==> src/rtl/c7b_pkg.sv <==
// Shared definitions for the c7b instruction-side blocks.
package c7b_pkg;

  localparam int unsigned FETCH_W     = 64;
  localparam int unsigned ADDR_W      = 32;
  localparam logic [31:0] RESET_PC    = 32'h1c00_0000;
  localparam int unsigned FETCH_ALIGN = 3;

  // How a BIU return is treated in the cycle it arrives.
  typedef enum logic [1:0] {
    RESP_NONE  = 2'd0,
    RESP_LIVE  = 2'd1,
    RESP_STALE = 2'd2
  } resp_e;

  // Clear the low FETCH_ALIGN bits so every BIU read is fetch-packet aligned.
  function automatic logic [ADDR_W-1:0] fetch_align(input logic [ADDR_W-1:0] addr);
    logic [ADDR_W-1:0] a;
    a = addr;
    a[FETCH_ALIGN-1:0] = '0;
    return a;
  endfunction

endpackage

==> src/rtl/c7bicu_brg_if.sv <==
// Fetch-side (ic1/ic2) and BIU-side signals of the instruction bridge.
interface c7bicu_brg_if;
  import c7b_pkg::*;

  logic               ifu_icu_req_ic1;
  logic [ADDR_W-1:0]  ifu_icu_addr_ic1;
  logic               icu_ifu_ack_ic1;
  logic               ifu_icu_cancel;
  logic               icu_ifu_data_valid_ic2;
  logic [FETCH_W-1:0] icu_ifu_data_ic2;
  logic               icu_biu_req;
  logic [ADDR_W-1:0]  icu_biu_addr;
  logic               biu_icu_ack;
  logic               biu_icu_rvalid;
  logic [FETCH_W-1:0] biu_icu_rdata;
  logic               icu_busy;

  // Bridge side.
  modport master (
    input  ifu_icu_req_ic1, ifu_icu_addr_ic1, ifu_icu_cancel,
    input  biu_icu_ack, biu_icu_rvalid, biu_icu_rdata,
    output icu_ifu_ack_ic1, icu_ifu_data_valid_ic2, icu_ifu_data_ic2,
    output icu_biu_req, icu_biu_addr, icu_busy
  );

  // Fetch unit / BIU side.
  modport slave (
    output ifu_icu_req_ic1, ifu_icu_addr_ic1, ifu_icu_cancel,
    output biu_icu_ack, biu_icu_rvalid, biu_icu_rdata,
    input  icu_ifu_ack_ic1, icu_ifu_data_valid_ic2, icu_ifu_data_ic2,
    input  icu_biu_req, icu_biu_addr, icu_busy
  );

endinterface

==> src/rtl/c7bicu_brg.sv <==
// Instruction-side bridge: passes fetch requests to the BIU as aligned reads,
// tracks in-order outstanding reads and registers live returns onto ic2,
// discarding returns made stale by a fetch cancel.
module c7bicu_brg
  import c7b_pkg::*;
#(
  parameter int unsigned MAX_OUTSTD = 2,
  parameter int unsigned CNT_W      = 2
) (
  input  logic           clk,
  input  logic           reset,
  c7bicu_brg_if.master   bus
);

  logic [CNT_W-1:0]   out_cnt_q, out_cnt_d;
  logic [CNT_W-1:0]   drop_cnt_q, drop_cnt_d;
  logic               vld_q, vld_d;
  logic [FETCH_W-1:0] data_q, data_d;
  logic               slot_ok;
  logic               accept;
  resp_e              resp;

  // A return in the same cycle frees a slot, so a full bridge can still accept.
  always_comb begin
    slot_ok = (out_cnt_q < CNT_W'(MAX_OUTSTD)) || bus.biu_icu_rvalid;
    accept  = bus.ifu_icu_req_ic1 && slot_ok && bus.biu_icu_ack;
  end

  assign bus.icu_biu_req            = bus.ifu_icu_req_ic1 & slot_ok;
  assign bus.icu_biu_addr           = fetch_align(bus.ifu_icu_addr_ic1);
  assign bus.icu_ifu_ack_ic1        = accept;
  assign bus.icu_ifu_data_valid_ic2 = vld_q & ~bus.ifu_icu_cancel;
  assign bus.icu_ifu_data_ic2       = data_q;
  assign bus.icu_busy               = (out_cnt_q != '0);

  // Classify this cycle's return: stale if a cancel is pending or happening now.
  always_comb begin
    resp = RESP_NONE;
    if (bus.biu_icu_rvalid) begin
      if (bus.ifu_icu_cancel || (drop_cnt_q != '0)) resp = RESP_STALE;
      else                                          resp = RESP_LIVE;
    end
  end

  // Counter and output-register next state.
  always_comb begin
    out_cnt_d  = out_cnt_q + CNT_W'(accept) - CNT_W'(bus.biu_icu_rvalid);
    drop_cnt_d = drop_cnt_q;
    vld_d      = 1'b0;
    data_d     = data_q;
    // A cancel discards everything accepted before this cycle (minus the return
    // consumed now); a request accepted in the cancel cycle is post-flush.
    if (bus.ifu_icu_cancel)
      drop_cnt_d = out_cnt_q - CNT_W'(bus.biu_icu_rvalid);
    else if (resp == RESP_STALE)
      drop_cnt_d = drop_cnt_q - CNT_W'(1);
    if (resp == RESP_LIVE) begin
      vld_d  = 1'b1;
      data_d = bus.biu_icu_rdata;
    end
  end

  // State registers with asynchronous active-high reset.
  always_ff @(posedge clk or posedge reset) begin
    if (reset) begin
      out_cnt_q  <= '0;
      drop_cnt_q <= '0;
      vld_q      <= 1'b0;
      data_q     <= '0;
    end else begin
      out_cnt_q  <= out_cnt_d;
      drop_cnt_q <= drop_cnt_d;
      vld_q      <= vld_d;
      data_q     <= data_d;
    end
  end

endmodule

==> src/flat_wrapper.sv <==
// flat-port wrapper written by rule: the top's interface ports become plain ports
module c7bicu_brg_flat import c7b_pkg::*;
#(
  parameter int unsigned MAX_OUTSTD = 2,
  parameter int unsigned CNT_W      = 2
)
  (clk, reset, bus_ifu_icu_req_ic1, bus_ifu_icu_addr_ic1, bus_ifu_icu_cancel, bus_biu_icu_ack, bus_biu_icu_rvalid, bus_biu_icu_rdata, bus_icu_ifu_ack_ic1, bus_icu_ifu_data_valid_ic2, bus_icu_ifu_data_ic2, bus_icu_biu_req, bus_icu_biu_addr, bus_icu_busy);
  c7bicu_brg_if bus_i ();
  input  logic clk;
  input  logic reset;
  input wire logic [$bits(bus_i.ifu_icu_req_ic1)-1:0] bus_ifu_icu_req_ic1;
  input wire logic [$bits(bus_i.ifu_icu_addr_ic1)-1:0] bus_ifu_icu_addr_ic1;
  input wire logic [$bits(bus_i.ifu_icu_cancel)-1:0] bus_ifu_icu_cancel;
  input wire logic [$bits(bus_i.biu_icu_ack)-1:0] bus_biu_icu_ack;
  input wire logic [$bits(bus_i.biu_icu_rvalid)-1:0] bus_biu_icu_rvalid;
  input wire logic [$bits(bus_i.biu_icu_rdata)-1:0] bus_biu_icu_rdata;
  output wire logic [$bits(bus_i.icu_ifu_ack_ic1)-1:0] bus_icu_ifu_ack_ic1;
  output wire logic [$bits(bus_i.icu_ifu_data_valid_ic2)-1:0] bus_icu_ifu_data_valid_ic2;
  output wire logic [$bits(bus_i.icu_ifu_data_ic2)-1:0] bus_icu_ifu_data_ic2;
  output wire logic [$bits(bus_i.icu_biu_req)-1:0] bus_icu_biu_req;
  output wire logic [$bits(bus_i.icu_biu_addr)-1:0] bus_icu_biu_addr;
  output wire logic [$bits(bus_i.icu_busy)-1:0] bus_icu_busy;
  assign bus_i.ifu_icu_req_ic1 = bus_ifu_icu_req_ic1;
  assign bus_i.ifu_icu_addr_ic1 = bus_ifu_icu_addr_ic1;
  assign bus_i.ifu_icu_cancel = bus_ifu_icu_cancel;
  assign bus_i.biu_icu_ack = bus_biu_icu_ack;
  assign bus_i.biu_icu_rvalid = bus_biu_icu_rvalid;
  assign bus_i.biu_icu_rdata = bus_biu_icu_rdata;
  assign bus_icu_ifu_ack_ic1 = bus_i.icu_ifu_ack_ic1;
  assign bus_icu_ifu_data_valid_ic2 = bus_i.icu_ifu_data_valid_ic2;
  assign bus_icu_ifu_data_ic2 = bus_i.icu_ifu_data_ic2;
  assign bus_icu_biu_req = bus_i.icu_biu_req;
  assign bus_icu_biu_addr = bus_i.icu_biu_addr;
  assign bus_icu_busy = bus_i.icu_busy;
  c7bicu_brg #(.MAX_OUTSTD(MAX_OUTSTD), .CNT_W(CNT_W)) u_core (.clk(clk), .reset(reset), .bus(bus_i));
endmodule
==> config.mk <==
export PLATFORM = sky130hd
export DESIGN_NAME = c7bicu_brg_flat
export DESIGN_NICKNAME = d
export VERILOG_FILES = /design/src/rtl/c7b_pkg.sv /design/src/rtl/c7bicu_brg_if.sv /design/src/rtl/c7bicu_brg.sv /design/src/flat_wrapper.sv
export SDC_FILE = /design/constraint.sdc
export NUM_CORES = 1
export LEC_CHECK = 0
export ABC_AREA = 1
export ABC_CLOCK_PERIOD_IN_PS = 2100
export CORE_MARGIN = 2
export CORE_UTILIZATION = 36
export CTS_CLUSTER_DIAMETER = 150
export DETAILED_ROUTE_END_ITERATION = 8
export PLACE_DENSITY = 0.81
export RECOVER_POWER = 100
export SLEW_MARGIN = 20
export SYNTH_ARGS = -nofsm -noshare
export SYNTH_HDL_FRONTEND = slang
export SYNTH_SLANG_ARGS = --single-unit
export TNS_END_PERCENT = 1
==> constraint.sdc <==
create_clock -name clk -period 2.1 [get_ports clk]
set_input_delay 0.21 -clock clk [delete_from_list [all_inputs] [get_ports clk]]
set_output_delay 0.21 -clock clk [all_outputs]
set_load 0.01 [all_outputs]
==> results_dict.tcl <==
set metrics [dict create \
    run_status "finished clean" \
    slew_viol_final 0 \
    hold-path-cell-count 3 \
    antenna_cells 0 \
    p_leak_nw 2.306 \
    gp_congestion 0.7766 \
    synthCells 352 \
    firstDrtPassIters 4 \
    clockPowerShare_pct 18.6 \
    clockBufferDepth 2 \
    rsz0062_at_grt "no" \
    io_buffers 137 \
    dr_total_vias 2542 \
    finalCritPeriodShare_pct 92.43 \
    start_util_pct 37.03 \
    crit_path_top_delay_cell "clkdlybuf4s50_1" \
    max-cap-violations 0 \
    path_depth 4 \
    hold_end "u_core.bus.icu_ifu_data_ic2[45]" \
    drive_above_1_share_pct 4.711 \
    drt-total-wl_um 7102 \
    crit_family "buffers and inverters" \
    max_freq_mhz 515.2 \
    seq_area_sq_mm 0.001727 \
    ys_ff_latch 69 \
    grt_max_degree 70 \
    finalNetCount 568 \
    cts_setup_buffers 0 \
    synth_area_sq_mm 0.003043 \
    combPwrFrac_pct 42.2 \
    fillCellCount 731 \
    dieArea_sq_mm 0.009204 \
    power.total_mw 5.984 \
    arrival_ns 1.73 \
    vdd_drop_max_mv 0.6459 \
    setup_viol_count_final 0 \
    wl_per_cell_um 12.42 \
    synth.yosys.seq_area_share_pct 56.74 \
    synthDistinctLibCells 17 \
    clock-sinks 69 \
    powerDensity_mw_per_mm2 1344 \
    switching_share_pct 34.62 \
    remaining_drc_errors 0 \
    die_y_um 95.94 \
    crit_required_ns 1.89 \
    avgViaCountPerCell 4.444 \
    seq_power_share_pct 39.2 \
    dp_hpwl_um 5070 \
    syn_to_final_growth_pct 46.34 \
    worstMarginPinSlew_ns 1.480 \
    grt_pass1_vias 2602 \
    htreeDepth 3 \
    r2r_slack_ns 0.44 \
    clk-insertion-delay-late_ns 0.34 \
    worstHoldStart "bus_biu_icu_rdata[45]" \
    holdWs_ns 0.3990 \
    path_cells "a21boi_0 -> nand2_1 -> inv_1 -> clkdlybuf4s50_1" \
    switching_power_mw 2.072 \
    clkTransAtPathRegs_ns 0.08 \
    drtIter0Drc 110 \
    regToRegStartpoint "u_core.drop_cnt_q[0]" \
    root_buffer "clkbuf_8" \
    worst-path-max-fanout 5 \
    worst_setup_path_end_kind "output pin" \
    dieWidth_um 95.94 \
    antenna_found_initial 0 \
    grt_usage_pct 15.95 \
    postRouteAntennaNets 0 \
    slowest_delay_ns 0.52 \
    critPathLaunchType "flip-flop" \
    ios 202 \
    hold_viol_final 0 \
    cts_tree "done" \
    core_area_sq_mm 0.008217 \
    path_buf_inv 2 \
    avgSynthCellArea_sq_um 8.645 \
    yosysWarnings 0 \
    relSlewSlack_pct 1.356 \
    cts_resized 0 \
    skew_ns 0.01349 \
    r2r_end "u_core.bus.icu_ifu_data_ic2[19]" \
    hold_path_class "input pin to flip-flop" \
    multiInputGateArea_sq_um 897.1 \
    setup_tns_ns 0 \
    fp-row-count 33 \
    cts_buffers 9 \
    holdBufCountCts 0 \
    grt_pass1_wl_um 11430 \
    crit_type "flip-flop to output pin" \
    grt_remaining_overflow 0 \
    fin_crit_ns 1.941 \
    p_int_mw 3.913 \
    ff2ff_path_depth 7 \
]
## area by class of cell
type | count | share of cell area, %
Inverter | 15 | 1.264
Sequential cell | 69 | 38.78
Timing Repair Buffer | 143 | 32.17
Clock buffer | 10 | 3.091
Tap cell | 105 | 2.950
Clock inverter | 6 | 1.602
Multi-Input combinational cell | 224 | 20.15
## metrics by stage
step                cell area, sq um  std cells  setup slack [ns]  utilization (%)
finish                          4453        572            0.1590            54.20
global route                    4453        572           0.01646            54.20
CTS                             4479        572            0.1305            54.52
detailed placement              4270        556            0.2185            51.97
floorplan                       3050        354            0.1501                -
global placement                4270        556            0.2600            51.97
## cells by family (layout without fill, tap and decap cells)
kind of cell,count (synthesis),after routing,synth area share [%]
other cells,1,3,0.1232
simple gates,211,211,26.32
compound gates,4,4,0.7401
fa+ha+maj,4,4,1.645
flops,69,69,56.74
buf+inv,61,174,13.86
xor+xnor,2,2,0.5758
## state kept, by name, summed over array words and instances (netlist names)
register,count
u_core.bus.icu_ifu_data_ic2,64
u_core.drop_cnt_q,2
u_core.out_cnt_q,2
u_core.vld_q,1
## cells in the final DEF (no fill, tap or decap), types with 3 or more instances in the layout
master           instances
nand3_1                  3
dfrtp_1                 69
ha_1                     4
inv_1                   13
clkbuf_8                10
conb_1                   3
clkdlybuf4s50_1         71
dlygate4sd3_1           66
nand2_1                207
## synth_stat cells
cell type,number,area share (%)
a21boi_0,1,0.25
a21oi_1,1,0.16
buf_2,1,0.16
buf_4,39,9.6
buf_6,6,2.2
conb_1,1,0.12
dfrtp_1,69,57
ha_1,4,1.6
inv_1,13,1.6
inv_2,2,0.25
nand2_1,207,26
nand3_1,2,0.33
nand3_2,1,0.33
nor2_1,1,0.12
o21ai_0,2,0.33
xnor2_1,1,0.29
xor2_1,1,0.29
## worst reg2reg max path: stages, from the launching register on
cell and delay, ns:
dfrtp_1 0.38, inv_1 0.08, ha_1 0.20, nand3_1 0.14, inv_1 0.42, buf_12 0.24, nand2_1 0.07, nand2_1 0.07
## power groups by stage
stage | clock [mW] | sequential (mW) | combinational, mW
floorplan | 0 | 2.67 | 0.914
global placement | 0 | 2.36 | 2.73
detailed placement | 0 | 2.37 | 2.82
CTS | 1.16 | 2.38 | 2.83
global route | 1.21 | 2.44 | 2.79
finish | 1.11 | 2.35 | 2.53
## layer usage
metal / vias to the layer above / share of wire, % / GRT usage (%)
li1: 1236 / - / -
met1: 1190 / 39 / 17.61
met4: 0 / 1.8 / 6.786
met5: - / 0 / 0
met2: 98 / 52 / 28.44
met3: 18 / 6.2 / 4.699
## worst max-delay path by stage
| stage | startpoint | to | slack, ns |
|---|---|---|---|
| global route | u_core.out_cnt_q[1] | bus_icu_ifu_ack_ic1 | 0.02 |
| global placement | bus_biu_icu_rvalid | bus_icu_ifu_ack_ic1 | 0.26 |
| finish | u_core.out_cnt_q[1] | bus_icu_ifu_ack_ic1 | 0.16 |
| floorplan | reset | u_core.bus.icu_ifu_data_ic2[0] | 0.15 |
| detailed placement | bus_biu_icu_rvalid | bus_icu_ifu_ack_ic1 | 0.22 |
| CTS | u_core.out_cnt_q[1] | bus_icu_ifu_ack_ic1 | 0.13 |
No activity file was read; power rests on OpenSTA's default activity.
